$ cat src/rtl/mdu_pkg.sv
// Shared types for the M-extension divide controller.
// XLEN is 32 when RV32 is defined, otherwise 64.
package mdu_pkg;

`ifdef RV32
    localparam int unsigned XLEN = 32;
`else
    localparam int unsigned XLEN = 64;
`endif

    localparam logic [1:0] MDU_DIV  = 2'b00;
    localparam logic [1:0] MDU_DIVU = 2'b01;
    localparam logic [1:0] MDU_REM  = 2'b10;
    localparam logic [1:0] MDU_REMU = 2'b11;

    typedef enum logic [2:0] {
        StIdle,
        StIssue,
        StWait,
        StDrain,
        StDone
    } div_state_e;

    function automatic logic [XLEN-1:0] sext32(input logic [31:0] v);
`ifdef RV32
        return v;
`else
        return {{(XLEN-32){v[31]}}, v};
`endif
    endfunction

endpackage

$ cat src/rtl/mdu_div_cache.sv
// One-entry result cache for the divider: stores the last completed divide's
// conditioned operands and packed {remainder, quotient}; reports a lookup hit.
module mdu_div_cache
    import mdu_pkg::*;
(
    input  logic                clk_i,
    input  logic                rstn_i,
    input  logic                clr_i,
    input  logic                wr_i,
    input  logic [XLEN-1:0]     wr_src1_i,
    input  logic [XLEN-1:0]     wr_src2_i,
    input  logic                wr_signed_i,
    input  logic                wr_word_i,
    input  logic [2*XLEN-1:0]   wr_data_i,
    input  logic [XLEN-1:0]     lk_src1_i,
    input  logic [XLEN-1:0]     lk_src2_i,
    input  logic                lk_signed_i,
    input  logic                lk_word_i,
    output logic                hit_o,
    output logic [2*XLEN-1:0]   data_o
);

    logic              valid_q;
    logic [XLEN-1:0]   src1_q;
    logic [XLEN-1:0]   src2_q;
    logic              signed_q;
    logic              word_q;
    logic [2*XLEN-1:0] data_q;

    always_ff @(posedge clk_i or negedge rstn_i) begin
        if (!rstn_i) begin
            valid_q  <= 1'b0;
            src1_q   <= '0;
            src2_q   <= '0;
            signed_q <= 1'b0;
            word_q   <= 1'b0;
            data_q   <= '0;
        end else if (clr_i) begin
            valid_q <= 1'b0;
        end else if (wr_i) begin
            valid_q  <= 1'b1;
            src1_q   <= wr_src1_i;
            src2_q   <= wr_src2_i;
            signed_q <= wr_signed_i;
            word_q   <= wr_word_i;
            data_q   <= wr_data_i;
        end
    end

    assign hit_o  = valid_q && (src1_q == lk_src1_i) && (src2_q == lk_src2_i) &&
                    (signed_q == lk_signed_i) && (word_q == lk_word_i);
    assign data_o = data_q;

endmodule

$ cat src/rtl/mdu_div_ctrl.sv
// Issue/writeback controller around the iterative divider. Macros: RV32 selects
// XLEN=32; MDU_DIV_CACHE_EN adds a one-entry result cache (mdu_div_cache).
module mdu_div_ctrl
    import mdu_pkg::*;
(
    input  logic                clk_i,
    input  logic                rstn_i,
    input  logic                req_i,
    input  logic                flush_i,
    input  logic [1:0]          op_i,
    input  logic                word_i,
    input  logic [XLEN-1:0]     src1_i,
    input  logic [XLEN-1:0]     src2_i,
    output logic                busy_o,
    output logic                done_o,
    output logic [XLEN-1:0]     rd_data_o,
    output logic                div_trig_o,
    output logic                div_flush_o,
    output logic                div_signed1_o,
    output logic                div_signed2_o,
    output logic [XLEN-1:0]     div_src1_o,
    output logic [XLEN-1:0]     div_src2_o,
    input  logic [2*XLEN-1:0]   div_out_i,
    input  logic                div_okay_i
);

    div_state_e        state_q;
    logic              rem_q;
    logic              word_q;
    logic              signed_q;
    logic [XLEN-1:0]   src1_q;
    logic [XLEN-1:0]   src2_q;
    logic [XLEN-1:0]   rd_data_q;

    logic              sgn_in;
    logic              word_in;
    logic [XLEN-1:0]   src1_c;
    logic [XLEN-1:0]   src2_c;
    logic              hit;
    logic [2*XLEN-1:0] cache_data;

    function automatic logic [XLEN-1:0] pick(input logic [2*XLEN-1:0] d, input logic rem,
                                              input logic word);
        logic [XLEN-1:0] half;
        half = rem ? d[2*XLEN-1:XLEN] : d[XLEN-1:0];
        return word ? sext32(half[31:0]) : half;
    endfunction

    always_comb begin
        sgn_in  = ~op_i[0];
        word_in = 1'b0;
        src1_c  = src1_i;
        src2_c  = src2_i;
`ifndef RV32
        word_in = word_i;
        if (word_i) begin
            src1_c = sgn_in ? sext32(src1_i[31:0]) : {32'b0, src1_i[31:0]};
            src2_c = sgn_in ? sext32(src2_i[31:0]) : {32'b0, src2_i[31:0]};
        end
`endif
    end

`ifdef MDU_DIV_CACHE_EN
    logic cache_wr;
    logic cache_clr;

    assign cache_wr  = (state_q == StWait) && div_okay_i && !flush_i;
    // Leaving for DRAIN: the in-flight result is abandoned, so drop the entry.
    assign cache_clr = (state_q == StWait) && flush_i && !div_okay_i;

    mdu_div_cache u_cache (
        .clk_i       (clk_i),
        .rstn_i      (rstn_i),
        .clr_i       (cache_clr),
        .wr_i        (cache_wr),
        .wr_src1_i   (src1_q),
        .wr_src2_i   (src2_q),
        .wr_signed_i (signed_q),
        .wr_word_i   (word_q),
        .wr_data_i   (div_out_i),
        .lk_src1_i   (src1_c),
        .lk_src2_i   (src2_c),
        .lk_signed_i (sgn_in),
        .lk_word_i   (word_in),
        .hit_o       (hit),
        .data_o      (cache_data)
    );
`else
    assign hit        = 1'b0;
    assign cache_data = '0;
`endif

    always_ff @(posedge clk_i or negedge rstn_i) begin
        if (!rstn_i) begin
            state_q   <= StIdle;
            rem_q     <= 1'b0;
            word_q    <= 1'b0;
            signed_q  <= 1'b0;
            src1_q    <= '0;
            src2_q    <= '0;
            rd_data_q <= '0;
        end else begin
            unique case (state_q)
                StIdle: begin
                    if (req_i && !flush_i) begin
                        rem_q    <= op_i[1];
                        word_q   <= word_in;
                        signed_q <= sgn_in;
                        src1_q   <= src1_c;
                        src2_q   <= src2_c;
                        if (hit) begin
                            rd_data_q <= pick(cache_data, op_i[1], word_in);
                            state_q   <= StDone;
                        end else begin
                            state_q <= StIssue;
                        end
                    end
                end
                StIssue: state_q <= flush_i ? StIdle : StWait;
                StWait: begin
                    if (flush_i) begin
                        state_q <= div_okay_i ? StIdle : StDrain;
                    end else if (div_okay_i) begin
                        rd_data_q <= pick(div_out_i, rem_q, word_q);
                        state_q   <= StDone;
                    end
                end
                StDrain: if (div_okay_i) state_q <= StIdle;
                StDone:  state_q <= StIdle;
                default: state_q <= StIdle;
            endcase
        end
    end

    assign busy_o        = (state_q != StIdle);
    assign done_o        = (state_q == StDone) && !flush_i;
    assign div_trig_o    = (state_q == StIssue) && !flush_i;
    assign div_flush_o   = (state_q == StWait) && flush_i;
    assign rd_data_o     = rd_data_q;
    assign div_signed1_o = signed_q;
    assign div_signed2_o = signed_q;
    assign div_src1_o    = src1_q;
    assign div_src2_o    = src2_q;

endmodule

$ cat config.mk
export PLATFORM = sky130hd
export DESIGN_NAME = mdu_div_ctrl
export DESIGN_NICKNAME = d
export VERILOG_FILES = /design/src/rtl/mdu_pkg.sv /design/src/rtl/mdu_div_cache.sv /design/src/rtl/mdu_div_ctrl.sv
export SDC_FILE = /design/constraint.sdc
export NUM_CORES = 1
export LEC_CHECK = 0
export ABC_AREA = 1
export ABC_CLOCK_PERIOD_IN_PS = 1450
export BUFFER_PORTS_ARGS = -buffer_cell sky130_fd_sc_hd__buf_4
export CORE_AREA = 2 2 177 179
export DETAILED_ROUTE_END_ITERATION = 6
export DIE_AREA = 0 0 179 181
export GPL_TIMING_DRIVEN = 1
export HOLD_SLACK_MARGIN = 0.1
export SLEW_MARGIN = 5
export SYNTH_ARGS = -nofsm -noshare
export SYNTH_HDL_FRONTEND = slang
export SYNTH_SLANG_ARGS = --single-unit
$ cat constraint.sdc
create_clock -name clk_i -period 1.45 [get_ports clk_i]
set_clock_uncertainty 0.15 [all_clocks]
set_input_delay 0.29 -clock clk_i [delete_from_list [all_inputs] [get_ports clk_i]]
set_output_delay 0.29 -clock clk_i [all_outputs]
set_load 0.1 [all_outputs]
==> run summary <==
Hold bufs inserted after CTS - 200
Failing checks - negative setup slack
Synthesized area - 9030 um^2
Mean routed wirelength per cell - 21.6 um
Clock tree from TritonCTS - yes
Most numerous cell types in the synthesized netlist - 528 x nand2_1, 198 x dfrtp_1, 147 x o21ai_0, 68 x inv_1, 46 x o21ai_1
Core Region - 30300 um^2
Worst hold endpoint - rd_data_o[31]
Startpoint-to-endpoint class of the critical path - reg2reg
Final period utilization - 141%
Startpoint of the worst-slack reg-to-reg timing path - word_q
Drt pass-1 iters - 7
Critical R2R Capture - rd_data_o[45]
Worst hold slack after final layout - 59.1 ps
Outcome - finished with violations
Arrival time of the worst setup path - 2290 ps
Starting Density - 29.8%
Worst Hold Class - in2reg
Clock latency of the later-clocked register in the worst-skew pair - 450 ps
Max-cap violations - 0
Average cell area after synthesis - 7.85 um^2
Library cell occupying the most area in the post-synthesis netlist - dfrtp_1
Hold_sp - div_out_i[31]
Share of Yosys cell area claimed by the top area cell type - 54.9%
Die ar. - 32400 um^2
Sinks on the clock net - 198
Area Growth Syn to Fin - 146%
Setup slack after layout - -592 ps
Port Buffer Count - 461
Congestion Overflow GR - 0
Net count of the finished layout - 2265
Reg2Reg Setup Slack - -590 ps
Final critical path time including I/O delays and setup - 2040 ps
Die Height - 181 um
Sum of net half-perimeters after detailed placement - 24700 um
Synthesized Nets - 1415
Starting DRT DRC Count - 834
Worst path required time - 1690 ps
Cell with the most instances after synthesis - nand2_1
Maximum number of pins on one net before global-route repair - 53
DR vias/cell - 5.04
Global placer's final weighted congestion - 0.890
Maximum operating frequency - 490 MHz
Synth cell types - 20
Yosys warns - 0
Vias in the first global route - 11100
Fin. max-slew vios - 0
Dominant register cell in the synthesized netlist - dfrtp_1
H-tree depth reported by CTS - 4
Seq/Total Area, Yosys - 54.9%
Site row count - 64
Post-synth EDFFs - 0
Clock Pin Slew Worst Setup and Hold Paths - 90 ps
DIE WIDTH - 179 um
Worst slack, placed - -229 ps
Routed via count - 12200
Flip-flop and latch count after synthesis - 198
Largest cells by area after synthesis - dfrtp_1 55%, nand2_1 22%, o21ai_0 8.1%
Post-route antenna net violation count - 0
Storage element area - 5010 um^2
Unrepaired setup endpoints after global routing - true
Wire length after detailed routing - 52200 um
Endpoint type of the worst setup path - flip-flop
Setup-violating endpoint count in the final report - 396
Depth of the worst register-to-register path - 7
Footprint of the multi-input gates - 4620 um^2
# IOs - 462
DRC violation count after routing - 0
Number of antenna violations at the first check in global routing - 3
Final hold violation count - 0
Number of instances in the synthesized netlist - 1151
Fraction of synthesis flops using an asynchronous set or reset pin - 100%
Number of buffers created by CTS - 17
Number of cells traversed by the worst hold path - 5
Largest buffer count on any clock path - 2
Startpoint type of the worst setup path - flip-flop
Transition time of the tightest slew-check pin - 844 ps
Layout cells sized above 1 - 55.1%
Max_slew headroom - 43.1%
Largest driver fanout on the critical path - 12
Final-layout fill cell count - 1756
First-pass GRT wire length - 60500 um
Root buffer cell - clkbuf_16
Global-route usage over all layers - 24.2%
## routing by layer
metal	vias up	share of wire, %	global-route usage (%)
li1	5282	-	-
met1	5915	35	28.9
met2	716	51	41.5
met3	248	7.2	4.40
met4	0	6.9	12.1
met5	-	0	0
## flip-flops by register name, indices dropped and copies added, names as in the netlist
signal,flops
div_src1_o,64
div_signed1_o,1
rem_q,1
word_q,1
div_src2_o,64
state_q,3
rd_data_o,64
## logic make-up after synthesis
kind of cell	share of synthesized area [%]
and+or+nand+nor	26.8
AOI/OAI and AO/OA	10.7
buffers and inverters	7.66
DFF	54.9
## critical path: stages (launching register included)
cell and delay (ps):
dfrtp_1 390, inv_1 120, buf_12 150, buf_12 130, o21ai_0 110, o21ai_0 680
nand2_4 140, nand2_2 110
## timing repair
action	in CTS	in global routing
gates resized for setup	104	1025
setup buffers	22	130
hold endpoints to repair	373	1
setup endpoints to repair	391	396
pin swaps	4	87
cloned	27	18
## cell usage in the layout, fill, tap and decap left out, drive strengths merged
master / instances
dfrtp: 198
nand4: 3
diode: 3
nand3: 7
clkbuf: 33
nor2: 42
buf: 687
clkinv: 7
o21ai: 193
bufinv: 1
inv: 82
nand2: 529
dlygate4sd3: 200
nor4: 1
or2: 31
## worst max-delay path by stage
stage	cells after the start	endpoint	from	slack [ps]
after global placement	5	rd_data_o[4]	rem_q	-220
final	7	rd_data_o[45]	word_q	-590
after floorplan	1	done_o	state_q[0]	-550
after detailed placement	8	rd_data_o[56]	rem_q	-230
after CTS	4	done_o	state_q[2]	-590
after global routing	7	rd_data_o[45]	word_q	-680
## stage by stage
stage | area (um^2) | TNS (ps) | std cells | utilization [%]
2_1_floorplan | 9140 | -39810 | 1151 | -
5_1_grt | 22200 | -92360 | 2413 | 73.1
3_5_place_dp | 13400 | -29240 | 2000 | 44.2
4_1_cts | 17400 | -74100 | 2281 | 57.4
6_report | 22200 | -74360 | 2413 | 73.1
3_3_place_gp | 13400 | -22630 | 2000 | 44.2
## layout make-up
cell class | count | share of cell area [%]
inverters | 72 | 1.40
clock buffers | 17 | 1.92
flip-flops and latches | 198 | 22.6
multi-input cells | 806 | 20.8
well taps | 396 | 2.23
repair buffers | 903 | 49.9
diodes | 3 | 0.0338
clock inverters | 15 | 0.913
repair inverters | 3 | 0.231
Power is left out: the tool's default activity adds up to more than one toggle a clock period on the data nets, which glitch-free logic cannot reach.
